$ cat src/rtl/rvj1_bus_arbiter_pkg.sv
// Shared widths and ID types for the rvj1 bus arbiter and its outstanding-ID FIFO.
package rvj1_bus_arbiter_pkg;

  localparam int XLEN                  = 32;
  localparam int NBYTES                = XLEN / 8;
  localparam int NCH_MAX               = 8;
  localparam int ARB_MAX_OUTST_DEFAULT = 4;

  typedef logic [$clog2(NCH_MAX)-1:0] arb_id_t;

  // Next channel after id, wrapping at nch (nch == 1 always yields 0).
  function automatic arb_id_t arb_next_id(arb_id_t id, int nch);
    if (int'(id) >= nch - 1) return '0;
    return id + arb_id_t'(1);
  endfunction

endpackage

$ cat src/rtl/rvj1_id_fifo.sv
// Synchronous FIFO with full/empty/count; pushes while full and pops while empty are ignored.
module rvj1_id_fifo #(
  parameter int WIDTH = 3,
  parameter int DEPTH = 4
) (
  input  logic                   clk_i,
  input  logic                   rst_i,
  input  logic                   push_i,
  input  logic [WIDTH-1:0]       push_data_i,
  input  logic                   pop_i,
  output logic [WIDTH-1:0]       pop_data_o,
  output logic                   full_o,
  output logic                   empty_o,
  output logic [$clog2(DEPTH):0] count_o
);

  localparam int AW = $clog2(DEPTH);
  localparam int CW = AW + 1;

  logic [WIDTH-1:0] mem_q [DEPTH];
  logic [AW-1:0]    wr_ptr_q, wr_ptr_d, rd_ptr_q, rd_ptr_d;
  logic [CW-1:0]    cnt_q, cnt_d;
  logic             do_push, do_pop;

  // Flags come from the registered count, so a pop frees a slot only next cycle.
  assign full_o     = (cnt_q == CW'(DEPTH));
  assign empty_o    = (cnt_q == '0);
  assign count_o    = cnt_q;
  assign pop_data_o = mem_q[rd_ptr_q];
  assign do_push    = push_i && !full_o;
  assign do_pop     = pop_i && !empty_o;

  always_comb begin
    wr_ptr_d = wr_ptr_q;
    rd_ptr_d = rd_ptr_q;
    cnt_d    = cnt_q;
    if (do_push) wr_ptr_d = wr_ptr_q + AW'(1);
    if (do_pop)  rd_ptr_d = rd_ptr_q + AW'(1);
    if (do_push && !do_pop)      cnt_d = cnt_q + CW'(1);
    else if (do_pop && !do_push) cnt_d = cnt_q - CW'(1);
  end

  always_ff @(posedge clk_i) begin
    if (rst_i) begin
      wr_ptr_q <= '0;
      rd_ptr_q <= '0;
      cnt_q    <= '0;
    end else begin
      wr_ptr_q <= wr_ptr_d;
      rd_ptr_q <= rd_ptr_d;
      cnt_q    <= cnt_d;
    end
  end

  always_ff @(posedge clk_i) begin
    if (do_push) mem_q[wr_ptr_q] <= push_data_i;
  end

endmodule

$ cat src/rtl/rvj1_bus_arbiter.sv
// N-channel req/rsp arbiter onto one memory port with in-order response routing.
// Define RVJ1_ARB_FIXED_PRIO_EN for fixed lowest-index-wins priority instead of round-robin.
module rvj1_bus_arbiter
  import rvj1_bus_arbiter_pkg::*;
#(
  parameter int NCH       = 2,
  parameter int MAX_OUTST = ARB_MAX_OUTST_DEFAULT
) (
  input  logic                  clk_i,
  input  logic                  rst_i,
  input  logic [NCH*XLEN-1:0]   ch_req_addr_i,
  input  logic [NCH*XLEN-1:0]   ch_req_data_i,
  input  logic [NCH*NBYTES-1:0] ch_req_strobe_i,
  input  logic [NCH-1:0]        ch_req_write_i,
  input  logic [NCH-1:0]        ch_req_valid_i,
  output logic [NCH-1:0]        ch_req_ready_o,
  output logic [NCH*XLEN-1:0]   ch_rsp_data_o,
  output logic [NCH-1:0]        ch_rsp_error_o,
  output logic [NCH-1:0]        ch_rsp_valid_o,
  input  logic [NCH-1:0]        ch_rsp_ready_i,
  output logic [XLEN-1:0]       mem_req_addr_o,
  output logic [XLEN-1:0]       mem_req_data_o,
  output logic [NBYTES-1:0]     mem_req_strobe_o,
  output logic                  mem_req_write_o,
  output logic                  mem_req_valid_o,
  input  logic                  mem_req_ready_i,
  input  logic [XLEN-1:0]       mem_rsp_data_i,
  input  logic                  mem_rsp_error_i,
  input  logic                  mem_rsp_valid_i,
  output logic                  mem_rsp_ready_o
  ,output logic                 spurious_rsp_o
);

  // Handshake rule on every port: a transfer happens in a cycle where valid && ready.

  localparam int CW = $clog2(MAX_OUTST) + 1;

  arb_id_t       scan_id, sel_id, head_id, lock_id_q, lock_id_d;
  logic          scan_found, sel_valid, head_rdy;
  logic          lock_q, lock_d, spurious_q, spurious_d;
  logic          fifo_full, fifo_empty, req_hs, rsp_hs;
  logic [CW-1:0] fifo_cnt;
  logic          unused_cnt;

`ifndef RVJ1_ARB_FIXED_PRIO_EN
  arb_id_t ptr_q, ptr_d;
`endif

  always_comb begin
    scan_found = 1'b0;
    scan_id    = '0;
`ifdef RVJ1_ARB_FIXED_PRIO_EN
    for (int i = 0; i < NCH; i++) begin
      if (!scan_found && ch_req_valid_i[i]) begin
        scan_found = 1'b1;
        scan_id    = arb_id_t'(i);
      end
    end
`else
    // Offset i from the pointer maps to channel k either directly or after one wrap.
    for (int i = 0; i < NCH; i++) begin
      for (int k = 0; k < NCH; k++) begin
        if (!scan_found && ch_req_valid_i[k] &&
            ((int'(ptr_q) + i == k) || (int'(ptr_q) + i == k + NCH))) begin
          scan_found = 1'b1;
          scan_id    = arb_id_t'(k);
        end
      end
    end
`endif
  end

  assign sel_id = lock_q ? lock_id_q : scan_id;

  always_comb begin
    mem_req_addr_o   = '0;
    mem_req_data_o   = '0;
    mem_req_strobe_o = '0;
    mem_req_write_o  = 1'b0;
    sel_valid        = 1'b0;
    for (int k = 0; k < NCH; k++) begin
      if (sel_id == arb_id_t'(k)) begin
        mem_req_addr_o   = ch_req_addr_i[k*XLEN +: XLEN];
        mem_req_data_o   = ch_req_data_i[k*XLEN +: XLEN];
        mem_req_strobe_o = ch_req_strobe_i[k*NBYTES +: NBYTES];
        mem_req_write_o  = ch_req_write_i[k];
        sel_valid        = ch_req_valid_i[k];
      end
    end
  end

  assign mem_req_valid_o = !rst_i && sel_valid && !fifo_full;
  assign req_hs          = mem_req_valid_o && mem_req_ready_i;

  always_comb begin
    ch_req_ready_o = '0;
    ch_rsp_valid_o = '0;
    head_rdy       = 1'b0;
    for (int k = 0; k < NCH; k++) begin
      if (sel_id == arb_id_t'(k)) ch_req_ready_o[k] = req_hs;
      if (head_id == arb_id_t'(k)) begin
        ch_rsp_valid_o[k] = !rst_i && mem_rsp_valid_i && !fifo_empty;
        head_rdy          = ch_rsp_ready_i[k];
      end
    end
  end

  // With nothing outstanding, any response is accepted and dropped.
  assign mem_rsp_ready_o = !rst_i && (fifo_empty ? mem_rsp_valid_i : head_rdy);
  assign rsp_hs          = !fifo_empty && mem_rsp_valid_i && mem_rsp_ready_o;
  assign spurious_d      = !rst_i && fifo_empty && mem_rsp_valid_i;
  assign spurious_rsp_o  = spurious_q;
  assign ch_rsp_data_o   = {NCH{mem_rsp_data_i}};
  assign ch_rsp_error_o  = {NCH{mem_rsp_error_i}};
  assign unused_cnt      = ^fifo_cnt;

  always_comb begin
    lock_d    = lock_q;
    lock_id_d = lock_id_q;
    if (req_hs) begin
      lock_d = 1'b0;
    end else if (mem_req_valid_o && !mem_req_ready_i) begin
      lock_d    = 1'b1;
      lock_id_d = sel_id;
    end
  end

`ifndef RVJ1_ARB_FIXED_PRIO_EN
  assign ptr_d = req_hs ? arb_next_id(sel_id, NCH) : ptr_q;
`endif

  always_ff @(posedge clk_i) begin
    if (rst_i) begin
      lock_q     <= 1'b0;
      lock_id_q  <= '0;
      spurious_q <= 1'b0;
`ifndef RVJ1_ARB_FIXED_PRIO_EN
      ptr_q      <= '0;
`endif
    end else begin
      lock_q     <= lock_d;
      lock_id_q  <= lock_id_d;
      spurious_q <= spurious_d;
`ifndef RVJ1_ARB_FIXED_PRIO_EN
      ptr_q      <= ptr_d;
`endif
    end
  end

  rvj1_id_fifo #(
    .WIDTH($bits(arb_id_t)),
    .DEPTH(MAX_OUTST)
  ) u_id_fifo (
    .clk_i       (clk_i),
    .rst_i       (rst_i),
    .push_i      (req_hs),
    .push_data_i (sel_id),
    .pop_i       (rsp_hs),
    .pop_data_o  (head_id),
    .full_o      (fifo_full),
    .empty_o     (fifo_empty),
    .count_o     (fifo_cnt)
  );

endmodule
$ cat config.mk
export PLATFORM = sky130hd
export DESIGN_NAME = rvj1_bus_arbiter
export DESIGN_NICKNAME = d
export VERILOG_FILES = /design/src/rtl/rvj1_bus_arbiter_pkg.sv /design/src/rtl/rvj1_id_fifo.sv /design/src/rtl/rvj1_bus_arbiter.sv
export SDC_FILE = /design/constraint.sdc
export NUM_CORES = 1
export LEC_CHECK = 0
export CAP_MARGIN = 0
export CORE_AREA = 2 2 124 126
export DETAILED_ROUTE_END_ITERATION = 6
export DIE_AREA = 0 0 126 128
export GPL_TIMING_DRIVEN = 0
export RECOVER_POWER = 100
export SLEW_MARGIN = 20
export SYNTH_ARGS = -nofsm -noshare
export SYNTH_HDL_FRONTEND = slang
export SYNTH_SLANG_ARGS = --single-unit
$ cat constraint.sdc
create_clock -name clk_i -period 5.9 [get_ports clk_i]
set_input_delay 0.59 -clock clk_i [delete_from_list [all_inputs] [get_ports clk_i]]
set_output_delay 0.59 -clock clk_i [all_outputs]
set_load 0.05 [all_outputs]
==> flow_metrics.env <==
export IMPL_worst_clock_skew_ns=0.001018
export IMPL_max_slew_margin=0.3656
export IMPL_synth_avg_cell_area_um2=9.423
export IMPL_nFillCells=1514
export IMPL_instances_no_fill=749
export IMPL_crit_type="in2out"
export IMPL_die_area_um2=16130
export IMPL_die_w_um=126
export IMPL_multiInputGateArea_um2=1231
export IMPL_async_flop_share=0
export IMPL_rrSetupSlack_ns=1.67
export IMPL_grt_antenna_before_repair=0
export IMPL_cts_sinks=28
export IMPL_drt_iter0_drc=75
export IMPL_core_area_um2=14860
export IMPL_final_setup_tns_ns=0
export IMPL_final_seq_area_um2=680.7
export IMPL_io_pins=321
export IMPL_ys_ff_latch=28
export IMPL_start_util=0.1718
export IMPL_htreeDepth=1
export IMPL_yosys_most_used_dff="dfxtp_1"
export IMPL_die_h_um=128
export IMPL_drive_gt1_frac=0.1373
export IMPL_wl_per_cell_um=21.66
export IMPL_leakage_uw=0.002458
export IMPL_fp_row_count=45
export IMPL_dp_cells=745
export IMPL_critPathLaunchType="primary input"
export IMPL_grt_usage=0.1849
export IMPL_syn_inst=271
export IMPL_vias=3099
export IMPL_grt_max_degree=16
export IMPL_via_per_inst=4.138
export IMPL_powerDensity_nw_per_um2=197.5
export IMPL_cts_tree="built"
export IMPL_drtAntennaViolNets=0
export IMPL_hold_viol_final=0
export IMPL_hpwl_um=14830
export IMPL_root_buffer="clkbuf_16"
export IMPL_clk_latency_ns=0.26
export IMPL_netlist_cell_type_count=42
export IMPL_fmax_mhz=198.2
export IMPL_grt_first_pass_wirelength_um=21780
export IMPL_maxCapViolCount=0
export IMPL_detail_route_wirelength_um=16230
export IMPL_grt_setup_unrepaired="no"
export IMPL_clockBufferDepth=2
export IMPL_area_growth_synth_to_final_pct=122.8
export IMPL_yosys_warnings=0
export IMPL_cp_end_kind="primary output"
export IMPL_postCtsHoldBufs=0
export IMPL_finalWeightedCongestion=0.8478
export IMPL_syn_area_um2=2554
export IMPL_numCtsBuffers=3
export IMPL_holdCritPathClass="reg2reg"
export IMPL_dr_pass1_iters=4
export IMPL_worstMarginPinSlew_ns=0.9276
export IMPL_fin_crit_ns=5.045
export IMPL_cts_resized_gates=0
export IMPL_cp_max_fo=10
export IMPL_fin_util=0.3827
export IMPL_crit_required_ns=5.31
export IMPL_grt_overflow=0
export IMPL_synthesis_nets=459
export IMPL_finalCritPeriodShare=0.8551
export IMPL_ys_seq_area_frac=0.2665
export IMPL_arrival_ns=4.46
export IMPL_slew_viol_final=0
export IMPL_p_total_uw=1123
export IMPL_irDropWorstVdd_v=0.00008827
export IMPL_finalSetupViolCount=0
export IMPL_grt_pass1_vias=3183
export IMPL_nets=750
export IMPL_antenna_cells_inserted=0
export IMPL_port_buffers=286
export IMPL_cts_setup_buffers=0
export IMPL_final_common_cell="dlygate4sd3_1"
export IMPL_status="finished, final reports clean"
export IMPL_drc=0
export IMPL_clk_pin_slew_worst_paths_ns=0.07
export IMPL_final_cell_mix="144 x dlygate4sd3_1, 142 x clkdlybuf4s50_1, 69 x a22o_1, 66 x buf_4, 17 x clkbuf_1"
export IMPL_synth_edf_count=12
-- final timing paths --
check / to / cells past startpoint / startpoint
max: ch_req_ready_o[0] / 10 / ch_req_valid_i[0]
min: ptr_q[2] / 2 / ptr_q[2]
max reg2reg: u_id_fifo.count_o[2] / 14 / lock_q
min reg2reg: ptr_q[2] / 2 / ptr_q[2]
-- report_power, final --
part	switching (uW)	internal (uW)	total, uW
clock network	62.0	92.5	155
logic	475	283	757
registers	4.32	207	212
-- registers in the layout (all words and copies together) (netlist names), named ones only --
name	flops
u_id_fifo.count_o	3
u_id_fifo.wr_ptr_q	2
ptr_q	2
lock_q	1
lock_id_q	3
spurious_rsp_o	1
u_id_fifo.mem_q	12
u_id_fifo.rd_ptr_q	2
-- cell usage after synthesis (2+ instances only) --
cell | instances | area, um^2
edfxtp_1 | 12 | 360.4
buf_4 | 66 | 495.5
nor2_1 | 15 | 56.30
a21oi_1 | 3 | 15.01
inv_1 | 8 | 30.03
nand2_1 | 5 | 18.77
nand2b_1 | 5 | 31.28
and3_1 | 2 | 12.51
mux2i_1 | 4 | 40.04
xor2_1 | 2 | 17.52
or3_1 | 2 | 12.51
nor2b_1 | 2 | 12.51
ha_1 | 8 | 100.1
buf_2 | 4 | 20.02
nor3_1 | 2 | 10.01
clkbuf_1 | 14 | 52.55
a211oi_1 | 2 | 15.01
dfxtp_1 | 16 | 320.3
a22o_1 | 69 | 604.3
and2_1 | 8 | 50.05
-- critical path, cell delays in order --
cell	delay (ns)
dlygate4sd3_1	0.56
nand2b_1	0.06
a32oi_1	0.40
inv_1	0.21
ha_1	0.31
nand3b_1	0.26
a2111oi_4	0.51
clkbuf_1	0.45
and3_1	0.23
dlygate4sd3_1	0.87
-- layer usage --
metal	routed length [um]	track usage	vias to the layer above
met5	0	0	-
met4	363	0.04266	0
met3	947	0.03464	10
met2	8720	0.3514	133
met1	6193	0.2139	1449
li1	-	-	1507
-- per-stage QoR --
| step | setup slack [ns] | hold WS (ns) | cell area, um^2 |
|---|---|---|---|
| after floorplan | 2.420 | 0.4465 | 2554 |
| after global placement | 0.8794 | 0.4632 | 5652 |
| after detailed placement | 0.9480 | 0.4707 | 5652 |
| after CTS | 0.9417 | 0.4815 | 5731 |
| after global routing | 0.6893 | 0.5094 | 5689 |
| final | 0.8548 | 0.4775 | 5689 |
-- layout make-up --
cell class              count  share of cell area
plain buffers              85              0.1003
clock buffers               4             0.01386
inverters                   8            0.005278
flip-flops and latches     28              0.1196
multi-input cells         150              0.2164
repair buffers            286              0.5032
well taps                 188             0.04135
-- kinds of logic (layout without fill, tap and decap cells) --
kind of cell / Yosys count / after routing / share of synthesized area
buffers and inverters: 93 / 383 / 0.2386
AOI/OAI and AO/OA: 82 / 82 / 0.2832
and+or+nand+nor: 48 / 48 / 0.1083
DFF: 28 / 28 / 0.2665
adders and majority gates: 9 / 9 / 0.04704
muxes: 8 / 8 / 0.04605
xor gates and xnor gates: 3 / 3 / 0.01029
Note: power is estimated with default switching activity, not from simulation.
